### src/rtl/prog_load_ctrl.sv
// Boot-time program loader: assembles a little-endian byte stream into words,
// parses the N_I/N_D header, then writes 128-bit imem lines and 32-bit dmem words.
module prog_load_ctrl #(
    parameter int          ADDR_LEN   = 32,
    parameter int          IMEM_LINES = 512,
    parameter logic [31:0] DMEM_BASE  = 32'h0
) (
    input  logic                clk,
    input  logic                reset_x,
    input  logic                rx_valid,
    input  logic [7:0]          rx_data,
    output logic                rx_ready,
    output logic [ADDR_LEN-1:0] load_addr,
    output logic [127:0]        load_data,
    output logic                imem_we,
    output logic                dmem_we,
    output logic                prog_loading,
    output logic                done,
    output logic                err
);

    typedef enum logic [2:0] {
        ST_HDR_I,
        ST_HDR_D,
        ST_IMEM,
        ST_DMEM,
        ST_DONE,
        ST_ERR
    } state_t;

    state_t state_reg, state_next;

    logic [1:0]          byte_cnt_reg;
    logic [23:0]         partial_reg;
    logic [1:0]          line_word_reg;
    logic [9:0]          line_idx_reg;
    logic [31:0]         word_idx_reg;
    logic [31:0]         n_i_reg;
    logic [31:0]         n_d_reg;
    logic [127:0]        load_data_reg;
    logic [ADDR_LEN-1:0] load_addr_reg;
    logic                imem_we_reg;
    logic                dmem_we_reg;
    logic                rx_ready_reg;
    logic                prog_loading_reg;
    logic                done_reg;
    logic                err_reg;

    logic        accept;
    logic        word_done;
    logic [31:0] word;
    logic [2:0]  lane_we;
    logic        last_line;
    logic        last_word;

    assign accept    = rx_valid && rx_ready_reg;
    assign word_done = accept && (byte_cnt_reg == 2'd3);
    assign word      = {rx_data, partial_reg};
    assign last_line = ({22'd0, line_idx_reg} == (n_i_reg - 32'd1));
    assign last_word = (word_idx_reg == (n_d_reg - 32'd1));

    // Lower three byte lanes are captured as they arrive; the fourth byte
    // completes the word directly from rx_data.
    generate
        for (genvar gi = 0; gi < 3; gi++) begin : g_lane
            assign lane_we[gi] = accept && (byte_cnt_reg == 2'(gi));
        end
    endgenerate

    always_ff @(posedge clk or negedge reset_x) begin
        if (!reset_x) begin
            state_reg <= ST_HDR_I;
        end else begin
            state_reg <= state_next;
        end
    end

    always_comb begin
        state_next = state_reg;
        case (state_reg)
            ST_HDR_I: begin
                if (word_done) begin
                    state_next = ST_HDR_D;
                end
            end
            ST_HDR_D: begin
                if (word_done) begin
                    if (n_i_reg > 32'(IMEM_LINES)) begin
                        state_next = ST_ERR;
                    end else if (n_i_reg != 32'd0) begin
                        state_next = ST_IMEM;
                    end else if (word != 32'd0) begin
                        state_next = ST_DMEM;
                    end else begin
                        state_next = ST_DONE;
                    end
                end
            end
            ST_IMEM: begin
                // Leave only after the last line's strobe has been issued.
                if (imem_we_reg && last_line) begin
                    state_next = (n_d_reg != 32'd0) ? ST_DMEM : ST_DONE;
                end
            end
            ST_DMEM: begin
                if (dmem_we_reg && last_word) begin
                    state_next = ST_DONE;
                end
            end
            ST_DONE: state_next = ST_DONE;
            ST_ERR:  state_next = ST_ERR;
            default: state_next = ST_HDR_I;
        endcase
    end

    always_ff @(posedge clk or negedge reset_x) begin
        if (!reset_x) begin
            byte_cnt_reg  <= 2'd0;
            partial_reg   <= 24'd0;
            line_word_reg <= 2'd0;
            line_idx_reg  <= 10'd0;
            word_idx_reg  <= 32'd0;
            n_i_reg       <= 32'd0;
            n_d_reg       <= 32'd0;
            load_data_reg <= 128'd0;
            load_addr_reg <= '0;
            imem_we_reg   <= 1'b0;
            dmem_we_reg   <= 1'b0;
        end else begin
            if (accept) begin
                byte_cnt_reg <= byte_cnt_reg + 2'd1;
            end
            for (int i = 0; i < 3; i++) begin
                if (lane_we[i]) begin
                    partial_reg[i*8 +: 8] <= rx_data;
                end
            end

            if (word_done) begin
                load_data_reg <= {word, load_data_reg[127:32]};
            end
            if (word_done && (state_reg == ST_HDR_I)) begin
                n_i_reg <= word;
            end
            if (word_done && (state_reg == ST_HDR_D)) begin
                n_d_reg <= word;
            end

            imem_we_reg <= word_done && (state_reg == ST_IMEM) && (line_word_reg == 2'd3);
            dmem_we_reg <= word_done && (state_reg == ST_DMEM);

            if (word_done && (state_reg == ST_IMEM)) begin
                line_word_reg <= line_word_reg + 2'd1;
                if (line_word_reg == 2'd3) begin
                    load_addr_reg <= ADDR_LEN'({line_idx_reg, 4'b0000});
                end
            end
            if (word_done && (state_reg == ST_DMEM)) begin
                load_addr_reg <= ADDR_LEN'(DMEM_BASE + {word_idx_reg[29:0], 2'b00});
            end

            if (imem_we_reg) begin
                line_idx_reg <= line_idx_reg + 10'd1;
            end
            if (dmem_we_reg) begin
                word_idx_reg <= word_idx_reg + 32'd1;
            end
        end
    end

    // Status flags track the next state so that done and prog_loading
    // switch on the same edge the FSM lands in DONE.
    always_ff @(posedge clk or negedge reset_x) begin
        if (!reset_x) begin
            rx_ready_reg     <= 1'b0;
            prog_loading_reg <= 1'b1;
            done_reg         <= 1'b0;
            err_reg          <= 1'b0;
        end else begin
            rx_ready_reg     <= (state_next != ST_DONE);
            prog_loading_reg <= (state_next != ST_DONE);
            done_reg         <= (state_next == ST_DONE);
            err_reg          <= (state_next == ST_ERR);
        end
    end

    assign rx_ready     = rx_ready_reg;
    assign load_addr    = load_addr_reg;
    assign load_data    = load_data_reg;
    assign imem_we      = imem_we_reg;
    assign dmem_we      = dmem_we_reg;
    assign prog_loading = prog_loading_reg;
    assign done         = done_reg;
    assign err          = err_reg;

endmodule

### config.mk
export PLATFORM = sky130hd
export DESIGN_NAME = prog_load_ctrl
export DESIGN_NICKNAME = d
export VERILOG_FILES = /design/src/rtl/prog_load_ctrl.sv
export SDC_FILE = /design/constraint.sdc
export NUM_CORES = 1
export LEC_CHECK = 0
export BUFFER_PORTS_ARGS = -buffer_cell sky130_fd_sc_hd__buf_2
export CAP_MARGIN = 25
export CORE_ASPECT_RATIO = 0.6
export CORE_UTILIZATION = 42
export CTS_CLUSTER_DIAMETER = 200
export DETAILED_ROUTE_END_ITERATION = 10
export PLACE_DENSITY = 0.59
export SKIP_CTS_REPAIR_TIMING = 1
export SYNTH_ARGS = -nofsm -noshare
export SYNTH_HDL_FRONTEND = slang
export SYNTH_SLANG_ARGS = --single-unit
### constraint.sdc
create_clock -name clk -period 6.95 [get_ports clk]
set_clock_uncertainty 0.1 [all_clocks]
set_input_delay 0.3475 -clock clk [delete_from_list [all_inputs] [get_ports clk]]
set_output_delay 0.3475 -clock clk [all_outputs]
set_load 0.02 [all_outputs]
==> results of run 1 <==
==> through the flow <==
| stage | util (%) | std cells |
|---|---|---|
| finish | 50.47 | 1985 |
| global placement | 47.28 | 1929 |
| floorplan | - | 1397 |
| detailed placement | 47.28 | 1929 |
| CTS | 50.44 | 1984 |
| global route | 50.47 | 1985 |
==> power groups by stage <==
stage	combinational (mW)	clock [mW]	sequential [mW]
floorplan	1.31	0	3.21
global placement	2.34	0	3.06
detailed placement	2.38	0	3.07
CTS	2.39	1.69	3.05
global route	2.63	1.75	3.15
finish	2.38	1.65	3.06
==> cell usage in the layout (no fill, tap or decap), drive strengths merged, types with 34 or more instances in the layout <==
master,netlist,routed
dfrtp,300,300
clkbuf,58,42
nor2,47,47
nand2,479,479
buf,8,182
o21ai,50,50
mux2,86,86
xor2,34,34
xnor2,63,63
==> area by class of cell <==
class	count	area [µm²]	area share [%]
clock buffers	42	877.1	5.501
inverters	17	63.81	0.4002
multi-input cells	1013	5866	36.79
flip-flops and latches	301	7533	47.25
clock inverters	13	121.4	0.7611
repair buffers	183	963.4	6.042
well taps	416	520.5	3.264
==> cells by family (layout without fill, tap and decap cells) <==
kind of cell | Yosys count | in the layout | share of synthesized area (%)
and+or+nand+nor | 707 | 707 | 22.89
DFF | 301 | 301 | 55.02
muxes | 100 | 100 | 8.096
AOI/OAI and AO/OA | 98 | 98 | 4.551
xor gates and xnor gates | 97 | 97 | 6.205
buffers and inverters | 83 | 255 | 2.385
adders and majority gates | 9 | 9 | 0.8225
other | 1 | 2 | 0.02739
==> routing by layer <==
| metal | global-route usage [%] | part of all wire, % |
|---|---|---|
| met4 | 4.051 | 1.4 |
| met1 | 34.20 | 52 |
| met5 | 0 | 0 |
| met2 | 29.85 | 41 |
| met3 | 4.825 | 6.4 |
==> worst paths after layout <==
| kind | start | endpoint | depth (start not counted) |
|---|---|---|---|
| worst min register to register | load_data[28]$_DFFE_PN0P_ | load_data[28]$_DFFE_PN0P_ | 2 |
| worst max register to register | n_d_reg[0]$_DFFE_PN0P_ | rx_ready$_DFF_PN0_ | 11 |
| worst min-delay path | rx_data[6] | load_data[126]$_DFFE_PN0P_ | 3 |
| worst max-delay path | n_d_reg[0]$_DFFE_PN0P_ | rx_ready$_DFF_PN0_ | 11 |
| max in group asynchronous | reset_x | load_data[92]$_DFFE_PN0P_ | 3 |
| min in group asynchronous | reset_x | load_data[33]$_DFFE_PN0P_ | 2 |
==> worst max-delay path: stages (launching register included) <==
cell	delay [ns]
dfrtp_1	0.42
inv_1	0.09
ha_1	0.19
nor3b_1	0.59
nand2_1	0.43
nor4_1	0.45
or4b_1	0.47
nor3_1	0.19
a21oi_1	0.10
nor4_1	0.30
a21oi_1	0.17
or2_1	0.27
==> metrics.md, run 1 <==
| Metric | Value |
|---|---|
| Most frequent cells after synthesis | `nand2_1, dfrtp_1, mux2_2` |
| Routed vias/inst | `5.258` |
| Clk pin slew, worst setup/hold paths | `0.06 ns` |
| Routability cong. | `0.8881` |
| Max Cap Viol | `0` |
| HPWL Detailed | `25.25 mm` |
| Post-route setup TNS | `0 ns` |
| Power Dens Cells | `444.2 nW/µm²` |
| Top cell type by total area after synthesis | `dfrtp_1` |
| Die Footprint | `33,350 µm²` |
| Total I/O pin count | `177` |
| Slew headroom | `32.43%` |
| Slew @ Worst Pin | `1.006 ns` |
| Slew Viols, Final | `0` |
| Combinational group share of total power | `33.5%` |
| Netlist Area Pre-Place | `13,690 µm²` |
| Initial Util | `43.34%` |
| First-pass GRT wire length | `57.57 mm` |
| Post-synth ARST share | `100.0%` |
| Die width | `235.1 µm` |
| Int Power | `4.214 mW` |
| DR WL/cell | `17.91 µm` |
| Root buffer cell | `clkbuf_16` |
| Routed vias | `10,440` |
| CTS tree | `done` |
| Required @ worst endpoint | `7.30 ns` |
| Synth top area cells | `dfrtp_1, nand2_1, mux2_2, xnor2_1, xor2_1` |
| Max reg flops | `128` |
| Post-route cell area | `15,950 µm²` |
| Clock sink count | `301` |
| Synth Flop Type | `dfrtp_1` |
| Drt first pass iters | `5` |
| P_leak | `7.936 nW` |
| Fmax | `256.5 MHz` |
| Outcome | `finished, final reports clean` |
| Initial antenna violation count | `0` |
| RSZ-0062 raised after global routing | `no` |
| Total power | `7.083 mW` |
| Worst setup EP type | `flop` |
| Hold Vio Cnt, Final | `0` |
| Starting DRC count in detailed routing | `792` |
| H-tree depth | `1` |
| Arrival time worst endpoint | `4.25 ns` |
| Layout cells sized above 1 | `21.61%` |
| Number of cell rows | `50` |
| Critical path class | `flop to flop` |
| Final net count | `1,566` |
| Worst hold-check path type | `input pin to flop` |
| Yosys reg bits | `301` |
| Post-synth cell types | `63` |
| Top-count cell post-synth | `nand2_1` |
| Period minus WS final | `3.898 ns` |
| Final worst slack | `3.052 ns` |
| Number of synthesized flops with an enable pin | `0` |
| CP max FO | `11` |
| Clk pwr share | `23.3%` |
| Diodes inserted | `0` |
| Synthesis Warnings | `0` |
| Sw frac | `40.50%` |
| Die Y-Extent | `141.9 µm` |
| Flop pwr share | `43.2%` |
| Hold_ws | `0.008956 ns` |
| Setup crit start kind | `flop` |
| Total gr overflow | `0` |
| Final period util | `56.09%` |
| CORE AREA | `31,590 µm²` |
| TritonCTS Buffers | `30` |
| Sequential share of the synthesized area | `55.02%` |
| Pre-CTS setup slack | `3.091 ns` |
| Port Buf Inserts | `174` |
| Tot GR Track Use | `21.61%` |
| Drc violations | `0` |
| Layout fillers | `2,939` |
| Peak supply drop | `0.2158 mV` |
| Final setup fails | `0` |
| Synth Instances | `1,396` |
| Area of placed instances | `14,940 µm²` |
| Final wirelength | `35.55 mm` |
| Area share of the largest cell type after synthesis | `54.83%` |
| Post-DRT Antenna Nets | `0` |
| Clk Latency, worst-skew pair | `0.57 ns` |
| Synthesized area per cell | `9.808 µm²` |
| Clock buffer depth | `3` |
| Net switching power | `2.869 mW` |
| Vias in the first global route | `10,100` |
| Layout area overhead | `16.46%` |
| Largest net degree at the start of global routing | `133` |
| R2r setup slk | `3.05 ns` |
Power figures use the tool's default switching activity.
==> run 2, diff against run 1 <==
--- a/config.mk
+++ b/config.mk
@@ -11,7 +11,7 @@
 export CORE_UTILIZATION = 42
 export CTS_CLUSTER_DIAMETER = 200
 export DETAILED_ROUTE_END_ITERATION = 10
-export PLACE_DENSITY = 0.59
+export PLACE_DENSITY = 0.61
 export SKIP_CTS_REPAIR_TIMING = 1
 export SYNTH_ARGS = -nofsm -noshare
 export SYNTH_HDL_FRONTEND = slang
==> constraint.sdc (replaced) <==
create_clock -name clk -period 3.4 [get_ports clk]
set_clock_uncertainty 0.1 [all_clocks]
set_input_delay 0.17 -clock clk [delete_from_list [all_inputs] [get_ports clk]]
set_output_delay 0.17 -clock clk [all_outputs]
set_load 0.02 [all_outputs]
==> metrics.md, run 2 (synthesized netlist as in run 1, its figures left out) <==
| Metric | Value |
|---|---|
| Clock sink count | `301` |
| Clk Latency, worst-skew pair | `0.56 ns` |
| Combinational group share of total power | `34.9%` |
| Critical Path Start | `n_d_reg[11]$_DFFE_PN0P_` |
| Routability cong. | `0.9291` |
| Number of cell rows | `50` |
| Tot GR Track Use | `21.54%` |
| Diodes inserted | `0` |
| Clk pwr share | `23.6%` |
| Die Y-Extent | `141.9 µm` |
| Final period util | `97.20%` |
| Slew @ Worst Pin | `0.8974 ns` |
| TritonCTS Buffers | `29` |
| Initial Util | `43.34%` |
| Final core occ | `52.05%` |
| Flop pwr share | `41.5%` |
| Setup crit start kind | `flop` |
| Outcome | `finished, final reports clean` |
| Sw frac | `39.83%` |
| CORE AREA | `31,590 µm²` |
| CP max FO | `4` |
| Max reg flops | `128` |
| Period minus WS final | `3.305 ns` |
| HPWL Detailed | `25.67 mm` |
| Vias in the first global route | `10,020` |
| Drt first pass iters | `7` |
| Drc violations | `0` |
| Pre-CTS setup slack | `-0.0009830 ns` |
| Layout cells sized above 1 | `23.94%` |
| Final setup fails | `0` |
| H-tree depth | `1` |
| Largest net degree at the start of global routing | `131` |
| Total I/O pin count | `177` |
| Slew Viols, Final | `0` |
| Slew headroom | `40.18%` |
| Root buffer cell | `clkbuf_16` |
| Fmax | `302.6 MHz` |
| Final net count | `1,606` |
| DR WL/cell | `17.93 µm` |
| Required @ worst endpoint | `3.72 ns` |
| Int Power | `8.986 mW` |
| Hold Vio Cnt, Final | `0` |
| Most frequent cells in the layout | `nand2_1, dfrtp_1, buf_2` |
| Layout area overhead | `20.10%` |
| Clock buffer depth | `3` |
| CTS tree | `done` |
| Peak supply drop | `0.4218 mV` |
| Layout fillers | `2,950` |
| Die Footprint | `33,350 µm²` |
| Routed vias/inst | `5.280` |
| P_leak | `8.181 nW` |
| Power Dens Cells | `908.1 nW/µm²` |
| Final wirelength | `36.29 mm` |
| Critical path class | `flop to flop` |
| Max Cap Viol | `0` |
| Die width | `235.1 µm` |
| Port Buf Inserts | `174` |
| Post-DRT Antenna Nets | `0` |
| Routed vias | `10,690` |
| Initial antenna violation count | `0` |
| Starting DRC count in detailed routing | `877` |
| Commonest non-fill, non-tap cell in the layout | `nand2_1` |
| Worst hold-check path type | `input pin to async pin` |
| Hold_ws | `0.1009 ns` |
| Final worst slack | `0.09514 ns` |
| Arrival time worst endpoint | `3.63 ns` |
| Net switching power | `5.947 mW` |
| Total gr overflow | `0` |
| Clk pin slew, worst setup/hold paths | `0.07 ns` |
| First-pass GRT wire length | `57.21 mm` |
| Worst setup EP type | `flop` |
| Reg-to-Reg Start | `n_d_reg[11]$_DFFE_PN0P_` |
## run 2: cell count changes in the layout (fill, tap and decap cells not counted), sizes merged
| cell | before | now |
|---|---|---|
| inv | 18 | 17 |
| clkinv | 9 | 6 |
| clkbuf | 42 | 41 |
| buf | 182 | 214 |
| bufinv | 2 | 5 |
| dlygate4sd3 | 1 | 10 |
## run 2: metal layers
metal | vias to the layer above | track usage [%] | wire length, µm
met5 | - | 0 | 0
met4 | 0 | 3.359 | 482
met3 | 36 | 5.078 | 2550
met2 | 279 | 29.91 | 14810
met1 | 5309 | 34.04 | 18450
li1 | 5062 | - | -
## run 2: area by class of cell
class                      count  area, µm²  area share [%]
clock buffer                  41      850.8           5.174
clock inverter                12      187.7           1.141
inverter                      17      63.81          0.3880
multi-input combinational   1013       5957           36.22
sequential                   301       7533           45.81
tap                          416      520.5           3.165
timing repair buffer         224       1331           8.096
## run 2: through the flow
stage	cells	cell area, µm²	setup TNS (ns)	total power [mW]
final	2024	16440	0	14.93
after global routing	2024	16440	-0.01445	15.83
after CTS	2012	16240	-0.03366	14.93
after detailed placement	1959	15200	-0.0009830	11.35
after global placement	1959	15200	0	11.23
after floorplan	1397	13700	0	9.236
## run 2: path summary, 6_finish.rpt
path / slack [ns] / end / depth (start not counted)
max: 0.1 / rx_ready$_DFF_PN0_ / 9
min: 0.10 / load_data[34]$_DFFE_PN0P_ / 2
max reg2reg: 0.1 / rx_ready$_DFF_PN0_ / 9
min reg2reg: 0.37 / load_data[6]$_DFFE_PN0P_ / 2
max in group asynchronous: 2.26 / load_data[98]$_DFFE_PN0P_ / 3
min in group clk: 0.37 / load_data[6]$_DFFE_PN0P_ / 2
## run 2: worst max-delay path, stage by stage (launching register included)
cell and delay [ns]:
dfrtp_1 0.38, or4_4 0.54, or3_4 0.36, or4_4 0.54, nor3_2 0.15, mux2i_1 0.24, nand3_1 0.15, o31ai_4 0.29
o211ai_2 0.14, or2_1 0.28
## run 2: power groups by stage
stage	clock [mW]	combinational (mW)	sequential, mW
floorplan	0	2.68	6.55
CTS	3.61	5.15	6.17
global placement	0	5.05	6.18
global route	3.74	5.71	6.38
detailed placement	0	5.13	6.22
finish	3.52	5.22	6.20
==> run 3, diff against run 2 <==
--- a/config.mk
+++ b/config.mk
@@ -12,6 +12,7 @@
 export CTS_CLUSTER_DIAMETER = 200
 export DETAILED_ROUTE_END_ITERATION = 10
 export PLACE_DENSITY = 0.61
+export RECOVER_POWER = 25
 export SKIP_CTS_REPAIR_TIMING = 1
 export SYNTH_ARGS = -nofsm -noshare
 export SYNTH_HDL_FRONTEND = slang
==> metrics.md, run 3 (synthesized netlist as in run 1, its figures left out) <==
| Metric | Value |
|---|---|
| Outcome | `finished, violations left` |
| Failing checks | `max-capacitance violations, max-slew violations` |
| Worst flop-to-flop path endpoint | `rx_ready$_DFF_PN0_` |
| WHS Endpoint | `load_data[15]$_DFFE_PN0P_` |
| CTS tree | `done` |
| Final net count | `1,606` |
| TritonCTS Buffers | `29` |
| Starting DRC count in detailed routing | `870` |
| Fmax | `302.2 MHz` |
| Reg-to-Reg Start | `n_i_reg[0]$_DFFE_PN0P_` |
| Area of placed instances | `15,200 µm²` |
| Largest net degree at the start of global routing | `131` |
| Diodes inserted | `0` |
| Post-DRT Antenna Nets | `0` |
| First-pass GRT wire length | `57.21 mm` |
| CORE AREA | `31,590 µm²` |
| Hold Vio Cnt, Final | `0` |
| Die Footprint | `33,350 µm²` |
| Drc violations | `0` |
| Worst hold-check path type | `flop to flop` |
| Required @ worst endpoint | `3.72 ns` |
| Routed vias/inst | `5.264` |
| Power Dens Cells | `910.5 nW/µm²` |
| Clk pin slew, worst setup/hold paths | `0.07 ns` |
| Root buffer cell | `clkbuf_16` |
| Number of cell rows | `50` |
| Routed vias | `10,650` |
| Slew Viols, Final | `79` |
| Routability cong. | `0.9291` |
| Vias in the first global route | `10,020` |
| CP max FO | `4` |
| HP Start | `load_data[15]$_DFFE_PN0P_` |
| Total power | `14.93 mW` |
| Worst r2r path cells | `11` |
| Initial Util | `43.34%` |
| Hold path depth | `2` |
| Arrival time worst endpoint | `3.63 ns` |
| Worst setup EP type | `flop` |
| Setup crit start kind | `flop` |
| Max Cap Viol | `1` |
| Layout area overhead | `19.76%` |
| Slew @ Worst Pin | `1.973 ns` |
| Clock buffer depth | `3` |
| Drt first pass iters | `5` |
| Post-route cell area | `16,400 µm²` |
| Layout cells sized above 1 | `23.94%` |
| Max reg flops | `128` |
| Die width | `235.1 µm` |
| Tot GR Track Use | `21.54%` |
| Final setup fails | `0` |
| Slew headroom | `-31.57%` |
| Port Buf Inserts | `174` |
| Total gr overflow | `0` |
| P_leak | `8.163 nW` |
| Final period util | `97.32%` |
| Commonest non-fill, non-tap cell in the layout | `nand2_1` |
| Clk Latency, worst-skew pair | `0.55 ns` |
| Critical path class | `flop to flop` |
| Total I/O pin count | `177` |
| Die Y-Extent | `141.9 µm` |
| Initial antenna violation count | `0` |
| Peak supply drop | `0.4250 mV` |
| Clock sink count | `301` |
| R2r setup slk | `0.09 ns` |
| Final wirelength | `36.28 mm` |
| Most frequent cells in the layout | `nand2_1, dfrtp_1, buf_2` |
| Period minus WS final | `3.309 ns` |
| HPWL Detailed | `25.67 mm` |
| H-tree depth | `1` |
| DR WL/cell | `17.92 µm` |
run 3: cell count changes in the layout (fill, tap and decap cells not counted), sizes merged:
cell and delta:
buf -4, clkbuf +4
run 3: routing by layer:
| metal | vias to the layer above | global-route usage, % | wire (µm) | part of all wire [%] |
|---|---|---|---|---|
| li1 | 5066 | - | - | - |
| met5 | - | 0 | 0 | 0 |
| met4 | 0 | 3.359 | 483 | 1.3 |
| met2 | 292 | 29.91 | 14900 | 41 |
| met3 | 38 | 5.078 | 2578 | 7.1 |
| met1 | 5258 | 34.04 | 18310 | 50 |
run 3: per-stage QoR:
step                setup slack (ns)  std cells  hold WS (ns)  util (%)  setup TNS (ns)
finish                       0.09120       2024        0.3676     51.90               0
detailed placement        -0.0009830       1959        0.1009     48.11      -0.0009830
global route                -0.01445       2024        0.3907     51.90        -0.01445
global placement             0.08245       1959       0.09255     48.11               0
CTS                         -0.03366       2012       -0.4862     51.40        -0.03366
floorplan                     0.1791       1397       -0.2256         -               0
run 3: worst max-delay path by stage:
stage / start / to / slack, ns / depth (start not counted)
after floorplan: n_d_reg[12]$_DFFE_PN0P_ / rx_ready$_DFF_PN0_ / 0.18 / 10
after global placement: n_i_reg[0]$_DFFE_PN0P_ / rx_ready$_DFF_PN0_ / 0.08 / 11
after detailed placement: n_i_reg[0]$_DFFE_PN0P_ / rx_ready$_DFF_PN0_ / -0.001 / 11
after CTS: n_i_reg[0]$_DFFE_PN0P_ / rx_ready$_DFF_PN0_ / -0.03 / 11
after global routing: n_i_reg[0]$_DFFE_PN0P_ / rx_ready$_DFF_PN0_ / -0.01 / 11
final: n_i_reg[0]$_DFFE_PN0P_ / rx_ready$_DFF_PN0_ / 0.09 / 11
run 3: cell type report:
class | count | area (µm²)
tap | 416 | 520.5
clock buffer | 41 | 850.8
fill | 2956 | 15200
multi-input combinational | 1013 | 5957
inverter | 17 | 63.81
sequential | 301 | 7533
timing repair buffer | 224 | 1284
clock inverter | 12 | 187.7
run 3: power by group:
group / internal (mW) / switching, mW / total [mW]
clock network: 2.11 / 1.41 / 3.52
logic: 2.08 / 3.12 / 5.20
registers: 4.78 / 1.42 / 6.20
run 3: worst max-delay path, cell delays in order (launching register included):
cell       delay (ns)
dfrtp_1          0.42
inv_2            0.08
ha_2             0.16
or4b_4           0.46
or4_1            0.49
a21oi_2          0.22
o2111ai_2        0.15
nor4_2           0.28
nand4b_1         0.26
o221ai_2         0.21
a21oi_1          0.08
or2_1            0.26
